### src/rtl/uart_rx_pkg.sv
// Shared definitions for the UART receive path: FSM state encoding,
// default line settings and the bit-period helper.
package uart_rx_pkg;

    typedef enum logic [1:0] {
        ST_IDLE  = 2'd0,
        ST_START = 2'd1,
        ST_DATA  = 2'd2,
        ST_STOP  = 2'd3
    } rx_state_e;

    localparam int unsigned DEF_CLK_FREQ_HZ = 32'd100_000_000;
    localparam int unsigned DEF_BAUD        = 32'd115_200;

    function automatic int unsigned clks_per_bit(input int unsigned clk_hz, input int unsigned baud);
        return clk_hz / baud;
    endfunction

endpackage

### src/rtl/uart_rx_sync_2ff.sv
// Two-flop synchronizer for a single asynchronous level; the reset value
// is a parameter so an idle-high line does not look like a start bit.
module uart_rx_sync_2ff #(
    parameter logic RESET_VAL = 1'b1
) (
    input  logic clk,
    input  logic rst_n,
    input  logic d_i,
    output logic q_o
);

    logic meta_q;
    logic sync_q;

    // Synchronizer chain.
    always_ff @(posedge clk or negedge rst_n) begin
        if (!rst_n) begin
            meta_q <= RESET_VAL;
            sync_q <= RESET_VAL;
        end else begin
            meta_q <= d_i;
            sync_q <= meta_q;
        end
    end

    assign q_o = sync_q;

endmodule

### src/rtl/uart_rx.sv
// UART receiver: start/data/stop framing with mid-bit sampling, single-entry
// output register on a valid/ready port, frame-error and overrun pulses.
module uart_rx
    import uart_rx_pkg::*;
#(
    parameter int unsigned CLK_FREQ_HZ = DEF_CLK_FREQ_HZ,
    parameter int unsigned BAUD        = DEF_BAUD,
    parameter int unsigned DATA_BITS   = 32'd8
) (
    input  logic                 clk,
    input  logic                 rst_n,
    input  logic                 rx_i,
    output logic [DATA_BITS-1:0] rx_data_o,
    output logic                 rx_valid_o,
    input  logic                 rx_ready_i,
    output logic                 frame_err_o,
    output logic                 overrun_err_o,
    output logic                 busy_o
);

    localparam int unsigned CLKS_PER_BIT = clks_per_bit(CLK_FREQ_HZ, BAUD);
    localparam int unsigned CNT_W        = $clog2(CLKS_PER_BIT);
    localparam int unsigned IDX_W        = $clog2(DATA_BITS);

    localparam logic [CNT_W-1:0] CNT_ZERO = {CNT_W{1'b0}};
    localparam logic [CNT_W-1:0] CNT_ONE  = CNT_W'(32'd1);
    localparam logic [CNT_W-1:0] CNT_HALF = CNT_W'(CLKS_PER_BIT / 32'd2 - 32'd1);
    localparam logic [CNT_W-1:0] CNT_LAST = CNT_W'(CLKS_PER_BIT - 32'd1);
    localparam logic [IDX_W-1:0] IDX_ZERO = {IDX_W{1'b0}};
    localparam logic [IDX_W-1:0] IDX_ONE  = IDX_W'(32'd1);
    localparam logic [IDX_W-1:0] IDX_LAST = IDX_W'(DATA_BITS - 32'd1);

    generate
        if (CLKS_PER_BIT < 32'd4) begin : g_bad_cpb
            $error("uart_rx: CLK_FREQ_HZ/BAUD must be at least 4");
        end
        if (DATA_BITS < 32'd5 || DATA_BITS > 32'd9) begin : g_bad_bits
            $error("uart_rx: DATA_BITS must be within 5..9");
        end
    endgenerate

    logic                 rx_s;
    logic                 frame_good_s;
    logic                 accept_s;

    rx_state_e            state_q,   state_d;
    logic [CNT_W-1:0]     cnt_q,     cnt_d;
    logic [IDX_W-1:0]     bit_idx_q, bit_idx_d;
    logic [DATA_BITS-1:0] shift_q,   shift_d;
    logic [DATA_BITS-1:0] data_q,    data_d;
    logic                 valid_q,   valid_d;
    logic                 ferr_q,    ferr_d;
    logic                 ovr_q,     ovr_d;
    logic                 busy_q,    busy_d;

    uart_rx_sync_2ff #(.RESET_VAL(1'b1)) u_sync (
        .clk   (clk),
        .rst_n (rst_n),
        .d_i   (rx_i),
        .q_o   (rx_s)
    );

    // Frame sequencing: baud counter, bit index and shift register.
    always_comb begin
        state_d      = state_q;
        cnt_d        = cnt_q;
        bit_idx_d    = bit_idx_q;
        shift_d      = shift_q;
        frame_good_s = 1'b0;
        ferr_d       = 1'b0;
        case (state_q)
            ST_IDLE: begin
                cnt_d = CNT_ZERO;
                if (!rx_s) begin
                    state_d = ST_START;
                end else begin
                    state_d = ST_IDLE;
                end
            end
            ST_START: begin
                if (cnt_q == CNT_HALF) begin
                    cnt_d     = CNT_ZERO;
                    bit_idx_d = IDX_ZERO;
                    // A start bit that is gone by mid-bit was a glitch.
                    if (!rx_s) begin
                        state_d = ST_DATA;
                    end else begin
                        state_d = ST_IDLE;
                    end
                end else begin
                    cnt_d = cnt_q + CNT_ONE;
                end
            end
            ST_DATA: begin
                if (cnt_q == CNT_LAST) begin
                    cnt_d            = CNT_ZERO;
                    shift_d[bit_idx_q] = rx_s;
                    if (bit_idx_q == IDX_LAST) begin
                        state_d = ST_STOP;
                    end else begin
                        bit_idx_d = bit_idx_q + IDX_ONE;
                    end
                end else begin
                    cnt_d = cnt_q + CNT_ONE;
                end
            end
            ST_STOP: begin
                if (cnt_q == CNT_LAST) begin
                    cnt_d   = CNT_ZERO;
                    state_d = ST_IDLE;
                    if (rx_s) begin
                        frame_good_s = 1'b1;
                    end else begin
                        ferr_d = 1'b1;
                    end
                end else begin
                    cnt_d = cnt_q + CNT_ONE;
                end
            end
            default: begin
                state_d = ST_IDLE;
                cnt_d   = CNT_ZERO;
            end
        endcase
    end

    // Output register: a completing frame may reuse the slot being handed off this cycle.
    always_comb begin
        accept_s = valid_q & rx_ready_i;
        data_d   = data_q;
        ovr_d    = 1'b0;
        if (accept_s) begin
            valid_d = 1'b0;
        end else begin
            valid_d = valid_q;
        end
        if (frame_good_s) begin
            if (!valid_q || accept_s) begin
                data_d  = shift_q;
                valid_d = 1'b1;
            end else begin
                ovr_d = 1'b1;
            end
        end else begin
            data_d = data_q;
        end
        busy_d = (state_d != ST_IDLE);
    end

    // State and output registers.
    always_ff @(posedge clk or negedge rst_n) begin
        if (!rst_n) begin
            state_q   <= ST_IDLE;
            cnt_q     <= CNT_ZERO;
            bit_idx_q <= IDX_ZERO;
            shift_q   <= {DATA_BITS{1'b0}};
            data_q    <= {DATA_BITS{1'b0}};
            valid_q   <= 1'b0;
            ferr_q    <= 1'b0;
            ovr_q     <= 1'b0;
            busy_q    <= 1'b0;
        end else begin
            state_q   <= state_d;
            cnt_q     <= cnt_d;
            bit_idx_q <= bit_idx_d;
            shift_q   <= shift_d;
            data_q    <= data_d;
            valid_q   <= valid_d;
            ferr_q    <= ferr_d;
            ovr_q     <= ovr_d;
            busy_q    <= busy_d;
        end
    end

    assign rx_data_o     = data_q;
    assign rx_valid_o    = valid_q;
    assign frame_err_o   = ferr_q;
    assign overrun_err_o = ovr_q;
    assign busy_o        = busy_q;

endmodule
### config.mk
export PLATFORM = sky130hd
export DESIGN_NAME = uart_rx
export DESIGN_NICKNAME = d
export VERILOG_FILES = /design/src/rtl/uart_rx_pkg.sv /design/src/rtl/uart_rx_sync_2ff.sv /design/src/rtl/uart_rx.sv
export SDC_FILE = /design/constraint.sdc
export NUM_CORES = 1
export LEC_CHECK = 0
export CAP_MARGIN = 15
export CORE_AREA = 5 5 66 68
export DETAILED_ROUTE_END_ITERATION = 12
export DIE_AREA = 0 0 71 73
export PLACE_DENSITY_LB_ADDON = 0.3
export REMOVE_ABC_BUFFERS = 1
export SLEW_MARGIN = 20
export SYNTH_ARGS = -nofsm -noshare
export SYNTH_HDL_FRONTEND = slang
export SYNTH_SLANG_ARGS = --single-unit
### constraint.sdc
create_clock -name clk -period 2.3 [get_ports clk]
set_input_delay 0.46 -clock clk [delete_from_list [all_inputs] [get_ports clk]]
set_output_delay 0.46 -clock clk [all_outputs]
set_load 0.05 [all_outputs]
==> flow_metrics.py, run 1 <==
metrics = {
    "route": {
        "viasPerCell": 5.25,
        "num_vias": 1170,
        "topRoutingLayerUsed": "met4",
        "drt_pass1_iterations": 4,
        "postRouteWirelength_mm": 3.01,
        "met1Wirelength_mm": 1.31,
        "wl_per_cell_um": 13.5,
        "wl_met2_mm": 1.50,
        "met3_length_um": 144,
        "drc": 0,
        "ant_nets": 0,
        "drt_iter0_markers": 53,
    },
    "sta": {
        "fin_crit_sh_pct": 92.5,
        "final.setup.worst_slack_ns": 0.173,
        "setup_violations": 0,
        "slew_headroom_pct": 50.0,
        "max_freq_mhz": 470,
        "holdWs_ns": 0.357,
        "grt_setup_unrepaired": "no",
        "hold_viol": 0,
        "tightest_slew_ns": 0.740,
        "slew_viol_final": 0,
        "period_minus_slack_ns": 2.13,
        "clock_skew_ns": 0.00613,
    },
    "place": {
        "dpl_cell_area_um2": 1990,
        "hpwlAfterDp_mm": 2.21,
        "place_ws_ns": 0.0334,
        "gp_congestion": 0.829,
        "io_buffer_count": 15,
    },
    "finish": {
        "antenna_cells": 0,
        "drive_gt1_share_pct": 23.7,
        "fillers": 336,
        "seq_area_um2": 928,
        "syn_to_final_growth_pct": 19.3,
        "multi_input_area_um2": 772,
        "final_nets": 180,
        "fin_area_um2": 2080,
    },
    "synth": {
        "syn_inst": 149,
        "syn_area_um2": 1750,
        "yosys_most_used_dff": "dfrtp_1",
        "synth_edf_count": 0,
        "yosys-top-cells-area": "dfrtp_1 50%, mux2_4 6.9%, mux2_2 5.8%",
        "synth-seq-cells": 37,
        "syn_area_per_cell_um2": 11.7,
        "ys_types": 38,
        "synth_top_area_share_pct": 50.1,
        "yosys_warnings": 0,
        "async_reset_ff_share_pct": 100,
        "synth_top_cell_by_area": "dfrtp_1",
        "ys_seq_area_share_pct": 53.2,
        "yosysMostFrequentCell": "dfrtp_1",
        "synth_common_cells": "35 x dfrtp_1, 13 x nor2_1, 9 x mux2_2, 9 x nand2_1, 9 x nand3_1",
    },
    "worst_hold_path": {
        "hold_path_class": "reg -> reg",
    },
    "setup_path": {
        "worstPathArrival_ns": 2.30,
        "crit_type": "reg -> reg",
        "path_cells": "ha_1, nand4bb_1, or3_1, or3b_4, mux2_4",
        "startpoint_type": "flop",
        "cp_slowest_cell": "or3b_4",
        "crit_family": "simple AND/OR/NAND/NOR gates",
        "required_ns": 2.47,
        "endpoint_kind": "flop",
        "critPathMaxStageDelay_ns": 0.50,
        "r2r_slack_ns": 0.17,
        "cp_num_buf_inv": 0,
        "cp_max_fo": 8,
    },
    "floorplan": {
        "dieWidth_um": 71,
        "die-area_um2": 5180,
        "io_pins": 16,
        "rows": 23,
        "start_util_pct": 46.0,
        "core_area_um2": 3800,
        "die_height_um": 73,
    },
    "cts": {
        "clkTransAtPathRegs_ns": 0.07,
        "postCtsSetupBuffers": 0,
        "cts_inserted_buffers": 5,
        "clk_root_buffer_cell": "clkbuf_8",
        "htreeDepth": 2,
        "cts_tree": "yes",
        "cts_hold_buf": 0,
        "cts_num_sinks": 37,
        "clkLatencyLatePin_ns": 0.29,
        "cts_buffer_depth": 2,
    },
    "global_route": {
        "grt_max_degree": 38,
        "antenna_found_initial": 0,
        "grt_pass1_wl_mm": 5.28,
        "grt_pass1_vias": 1157,
        "grt_use_total_pct": 13.0,
        "overflow": 0,
    },
    "power": {
        "power.density_nw_per_um2": 548,
        "total_power_mw": 1.14,
        "ir_drop_mv": 0.335,
        "power_leakage_nw": 0.947,
    },
    "flow_run": {
        "maxCapViolCount": 0,
    },
    "run_status": {
        "outcome": "finished clean",
    },
}
sequential cells by signal, indices dropped and copies added (netlist names):
register,cells
bit_idx_q,3
state_q,2
u_sync.meta_q,1
rx_valid_o,1
cnt_q,10
shift_q,8
rx_data_o,8
u_sync.q_o,1
busy_o,1
frame_err_o,1
overrun_err_o,1
cell usage in the layout, fill, tap and decap left out, drive strengths merged, types with 2 or more instances in the layout:
| cell | n |
|---|---|
| a21oi | 2 |
| a31o | 2 |
| buf | 9 |
| clkbuf | 6 |
| clkdlybuf4s50 | 15 |
| clkinv | 2 |
| dfrtp | 35 |
| dfstp | 2 |
| ha | 4 |
| inv | 2 |
| mux2 | 17 |
| nand2 | 9 |
| nand2b | 3 |
| nand3 | 9 |
| nand4 | 2 |
| nand4b | 3 |
| nand4bb | 2 |
| nor2 | 13 |
| nor3 | 6 |
| nor4 | 2 |
| o21ai | 5 |
| o22ai | 2 |
| or3b | 2 |
| xnor2 | 3 |
| xor2 | 5 |
metrics by stage:
step | utilization, % | instances | TNS (ns)
floorplan | - | 141 | -0.335
global placement | 52.3 | 215 | 0
detailed placement | 52.3 | 215 | 0
CTS | 54.8 | 223 | 0
global route | 54.9 | 223 | 0
finish | 54.9 | 223 | 0
where the power goes:
group          leakage [nW]  internal, mW  switching (mW)
Clock                0.0512         0.242           0.223
Sequential            0.490         0.654         0.00106
Combinational         0.405       0.00705          0.0149
cell type report:
| type | count | share of cell area [%] |
|---|---|---|
| Sequential cell | 37 | 44.5 |
| Multi-Input combinational cell | 102 | 37.0 |
| Timing Repair Buffer | 24 | 10.4 |
| Clock buffer | 6 | 3.96 |
| Tap cell | 50 | 3.00 |
| Clock inverter | 2 | 0.660 |
| Inverter | 2 | 0.360 |
kinds of logic after synthesis:
family          after synthesis  share of synthesized area, %
mux                          17                          12.7
buf+inv                      10                          2.79
simple gates                 58                          18.8
flops                        37                          53.2
xor+xnor                      8                          4.01
compound gates               15                          5.66
fa+ha+maj                     4                          2.87
routing by layer:
| layer | track usage, % | up-vias |
|---|---|---|
| li1 | - | 577 |
| met1 | 15.3 | 568 |
| met2 | 21.9 | 19 |
| met3 | 4.68 | 6 |
| met4 | 5.01 | 0 |
| met5 | 0 | - |
path summary, 6_finish.rpt:
check                                             start                       end  cells after the start
worst max-delay path                 cnt_q[0]$_DFF_PN0_  rx_data_o[3]$_DFFE_PN0P_                      5
worst min-delay path            u_sync.meta_q$_DFF_PN1_      u_sync.q_o$_DFF_PN1_                      0
worst max register to register       cnt_q[0]$_DFF_PN0_  rx_data_o[3]$_DFFE_PN0P_                      5
worst min register to register  u_sync.meta_q$_DFF_PN1_      u_sync.q_o$_DFF_PN1_                      0
max in group asynchronous                         rst_n      u_sync.q_o$_DFF_PN1_                      2
min in group asynchronous                         rst_n    shift_q[6]$_DFFE_PN0P_                      2
repair_timing:
action                                 in CTS  in global routing
setup endpoints to repair                   0                  8
endpoints found under the hold margin       0                  0
resized for setup                           0                  1
No activity file was read; power rests on OpenSTA's default activity.
==> inputs of run 2 (changes only) <==
CORE_AREA = 5 5 65 67   (was 5 5 66 68)
DIE_AREA = 0 0 70 72   (was 0 0 71 73)
SYNTH_HIERARCHICAL = 1   (was unset)
==> run 2 against run 1 <==
  * Hold slack barely moved
  * First-iteration DRC count fell by 17%
  * Sequential cell count did not move
  * Non-clock buffer count fell by 8
  * Core utilization rose by 0.89 points
  * Fmax rose by 6.9%
  * Cell count fell by 8.5%
  * Synthesized cell count fell by 8.7%
  * Clock power fell by 3%
  * Sequential power barely moved
  * Critical path type is now reg -> out
  * Largest power group unchanged
==> flow_metrics.py, run 2 <==
metrics = {
    "route": {
        "ant_nets": 0,
        "postRouteWirelength_mm": 2.91,
        "drc": 0,
        "drt_iter0_markers": 44,
        "wl_per_cell_um": 14.3,
        "viasPerCell": 5.34,
        "num_vias": 1090,
        "drt_pass1_iterations": 4,
    },
    "power": {
        "power_leakage_nw": 0.897,
        "ir_drop_mv": 0.506,
        "power.density_nw_per_um2": 565,
    },
    "finish": {
        "regMostFlops": "cnt_q",
        "antenna_cells": 0,
        "drive_gt1_share_pct": 17.9,
        "multi_input_area_um2": 747,
        "fillers": 311,
        "largest_reg_flops": 10,
        "final_cell_mix": "35 x dfrtp_1, 15 x clkdlybuf4s50_1, 12 x nor2_1",
        "seq_area_um2": 928,
        "final_nets": 163,
        "syn_to_final_growth_pct": 16.4,
        "final_common_cell": "dfrtp_1",
        "final_util_pct": 55.8,
    },
    "setup_path": {
        "crit_type": "reg -> out",
        "path_cells": "clkdlybuf4s50_1",
        "startpoint_type": "flop",
        "cp_max_fo": 2,
        "critPathMaxStageDelay_ns": 0.80,
        "reg2reg_depth": 5,
        "endpoint_kind": "primary output",
        "required_ns": 1.84,
        "cp_slowest_cell": "clkdlybuf4s50_1",
        "crit_family": "buffers and inverters",
        "cp.depth": 1,
        "cp_num_buf_inv": 1,
        "worstPathArrival_ns": 1.53,
    },
    "sta": {
        "setup_violations": 0,
        "period_minus_slack_ns": 1.99,
        "tightest_slew_ns": 0.500,
        "final.setup.worst_slack_ns": 0.311,
        "fin_crit_sh_pct": 86.5,
        "fin_tns_setup_ns": 0,
        "max_freq_mhz": 503,
        "grt_setup_unrepaired": "no",
        "clock_skew_ns": 0.0210,
        "slew_viol_final": 0,
        "slew_headroom_pct": 66.5,
        "hold_viol": 0,
    },
    "flow_run": {
        "maxCapViolCount": 0,
    },
    "floorplan": {
        "start_util_pct": 47.9,
        "core_area_um2": 3580,
        "dieWidth_um": 70,
        "die-area_um2": 5040,
        "io_pins": 16,
        "die_height_um": 72,
        "rows": 22,
    },
    "place": {
        "gp_congestion": 0.801,
        "hpwlAfterDp_mm": 2.09,
        "place_ws_ns": 0.260,
        "io_buffer_count": 15,
    },
    "synth": {
        "syn_area_per_cell_um2": 12.6,
        "synth_edf_count": 0,
        "ys_types": 36,
        "syn_inst": 136,
        "synth-seq-cells": 37,
        "synth_common_cells": "35 x dfrtp_1, 12 x nor2_1, 11 x mux2_2, 7 x mux2_1",
        "async_reset_ff_share_pct": 100,
        "yosys-top-cells-area": "dfrtp_1 51%, mux2_2 7.2%, mux2_1 4.6%",
        "ys_seq_area_share_pct": 54.2,
        "yosys_warnings": 6,
        "yosys_most_used_dff": "dfrtp_1",
        "yosysMostFrequentCell": "dfrtp_1",
        "syn_area_um2": 1710,
        "synth_top_area_share_pct": 51.1,
        "synth_top_cell_by_area": "dfrtp_1",
    },
    "cts": {
        "cts_tree": "yes",
        "cts_num_sinks": 37,
        "cts_buffer_depth": 2,
        "htreeDepth": 2,
        "clk_root_buffer_cell": "clkbuf_4",
        "cts_inserted_buffers": 5,
        "clkTransAtPathRegs_ns": 0.13,
        "postCtsSetupBuffers": 0,
        "clkLatencyLatePin_ns": 0.35,
        "cts_resized": 0,
        "cts_hold_buf": 0,
    },
    "worst_hold_path": {
        "hold_path_class": "reg -> reg",
        "hold_depth": 0,
    },
    "global_route": {
        "grt_max_degree": 38,
        "grt_pass1_vias": 1168,
        "overflow": 0,
        "grt_use_total_pct": 13.6,
        "antenna_found_initial": 0,
        "grt_pass1_wl_mm": 5.40,
    },
    "run_status": {
        "outcome": "finished clean",
    },
}
[run 2: logic make-up (layout without fill, tap and decap cells)]
family          Yosys count  after routing  share of synthesized area, %
simple gates             50             50                          20.5
flops                    37             37                          54.2
mux                      18             18                          11.8
compound gates           10             10                          4.23
buf+inv                   9             29                          2.26
xor+xnor                  8              8                          4.09
fa+ha+maj                 4              4                          2.92
[run 2: power by group]
part	total, mW	leakage, nW	internal, mW	switching (mW)
Sequential	0.657	0.490	0.654	0.00337
Clock	0.453	0.0414	0.230	0.223
Combinational	0.0187	0.365	0.00602	0.0127
[run 2: layer usage]
metal,track usage (%),vias to the layer above,share of wire [%]
met4,7.02,0,2.1
met5,0,-,0
met2,22.2,18,49
li1,-,527,-
met1,15.9,538,45
met3,4.85,7,4.2
[run 2: path summary, 6_finish.rpt]
path                                               from                        to  slack [ns]
max in group asynchronous                         rst_n   u_sync/meta_q$_DFF_PN1_        1.42
min in group asynchronous                         rst_n  rx_data_o[5]$_DFFE_PN0P_        0.51
worst max register to register       cnt_q[0]$_DFF_PN0_  rx_data_o[1]$_DFFE_PN0P_        0.31
worst min register to register  u_sync/meta_q$_DFF_PN1_      u_sync/q_o$_DFF_PN1_        0.36
worst max-delay path               rx_valid_o$_DFF_PN0_                rx_valid_o        0.31
worst min-delay path            u_sync/meta_q$_DFF_PN1_      u_sync/q_o$_DFF_PN1_        0.36
[run 2: worst reg2reg max path, delay by kind of cell, from the launching register on]
| kind | cells | cell delay, ns |
|---|---|---|
| adders and majority gates | 1 | 0.22 |
| buffers and inverters | 1 | 0.13 |
| DFF | 1 | 0.42 |
| muxes | 1 | 0.38 |
| and+or+nand+nor | 2 | 0.74 |
[run 2: area by class of cell]
class                      count  share of cell area [%]
timing repair buffer          16                    7.90
inverter                       5                   0.940
tap                           48                    3.01
clock buffer                   5                    1.88
sequential                    37                    46.5
clock inverter                 3                    2.32
multi-input combinational     90                    37.4
[run 2: per-stage QoR]
stage | power, mW | hold slack (ns) | area, um2 | cells
after floorplan | 0.669 | 0.164 | 1690 | 132
after global placement | 0.688 | 0.347 | 1910 | 196
after detailed placement | 0.689 | 0.349 | 1910 | 196
after CTS | 1.15 | 0.359 | 2000 | 204
after global routing | 1.19 | 0.371 | 2000 | 204
final | 1.13 | 0.356 | 2000 | 204
==> inputs of run 3 (changes only) <==
CTS_CLUSTER_DIAMETER = 60   (was unset)
==> results of run 3 <==
The final DEF is identical to that of run 2; final timing and power are the same.
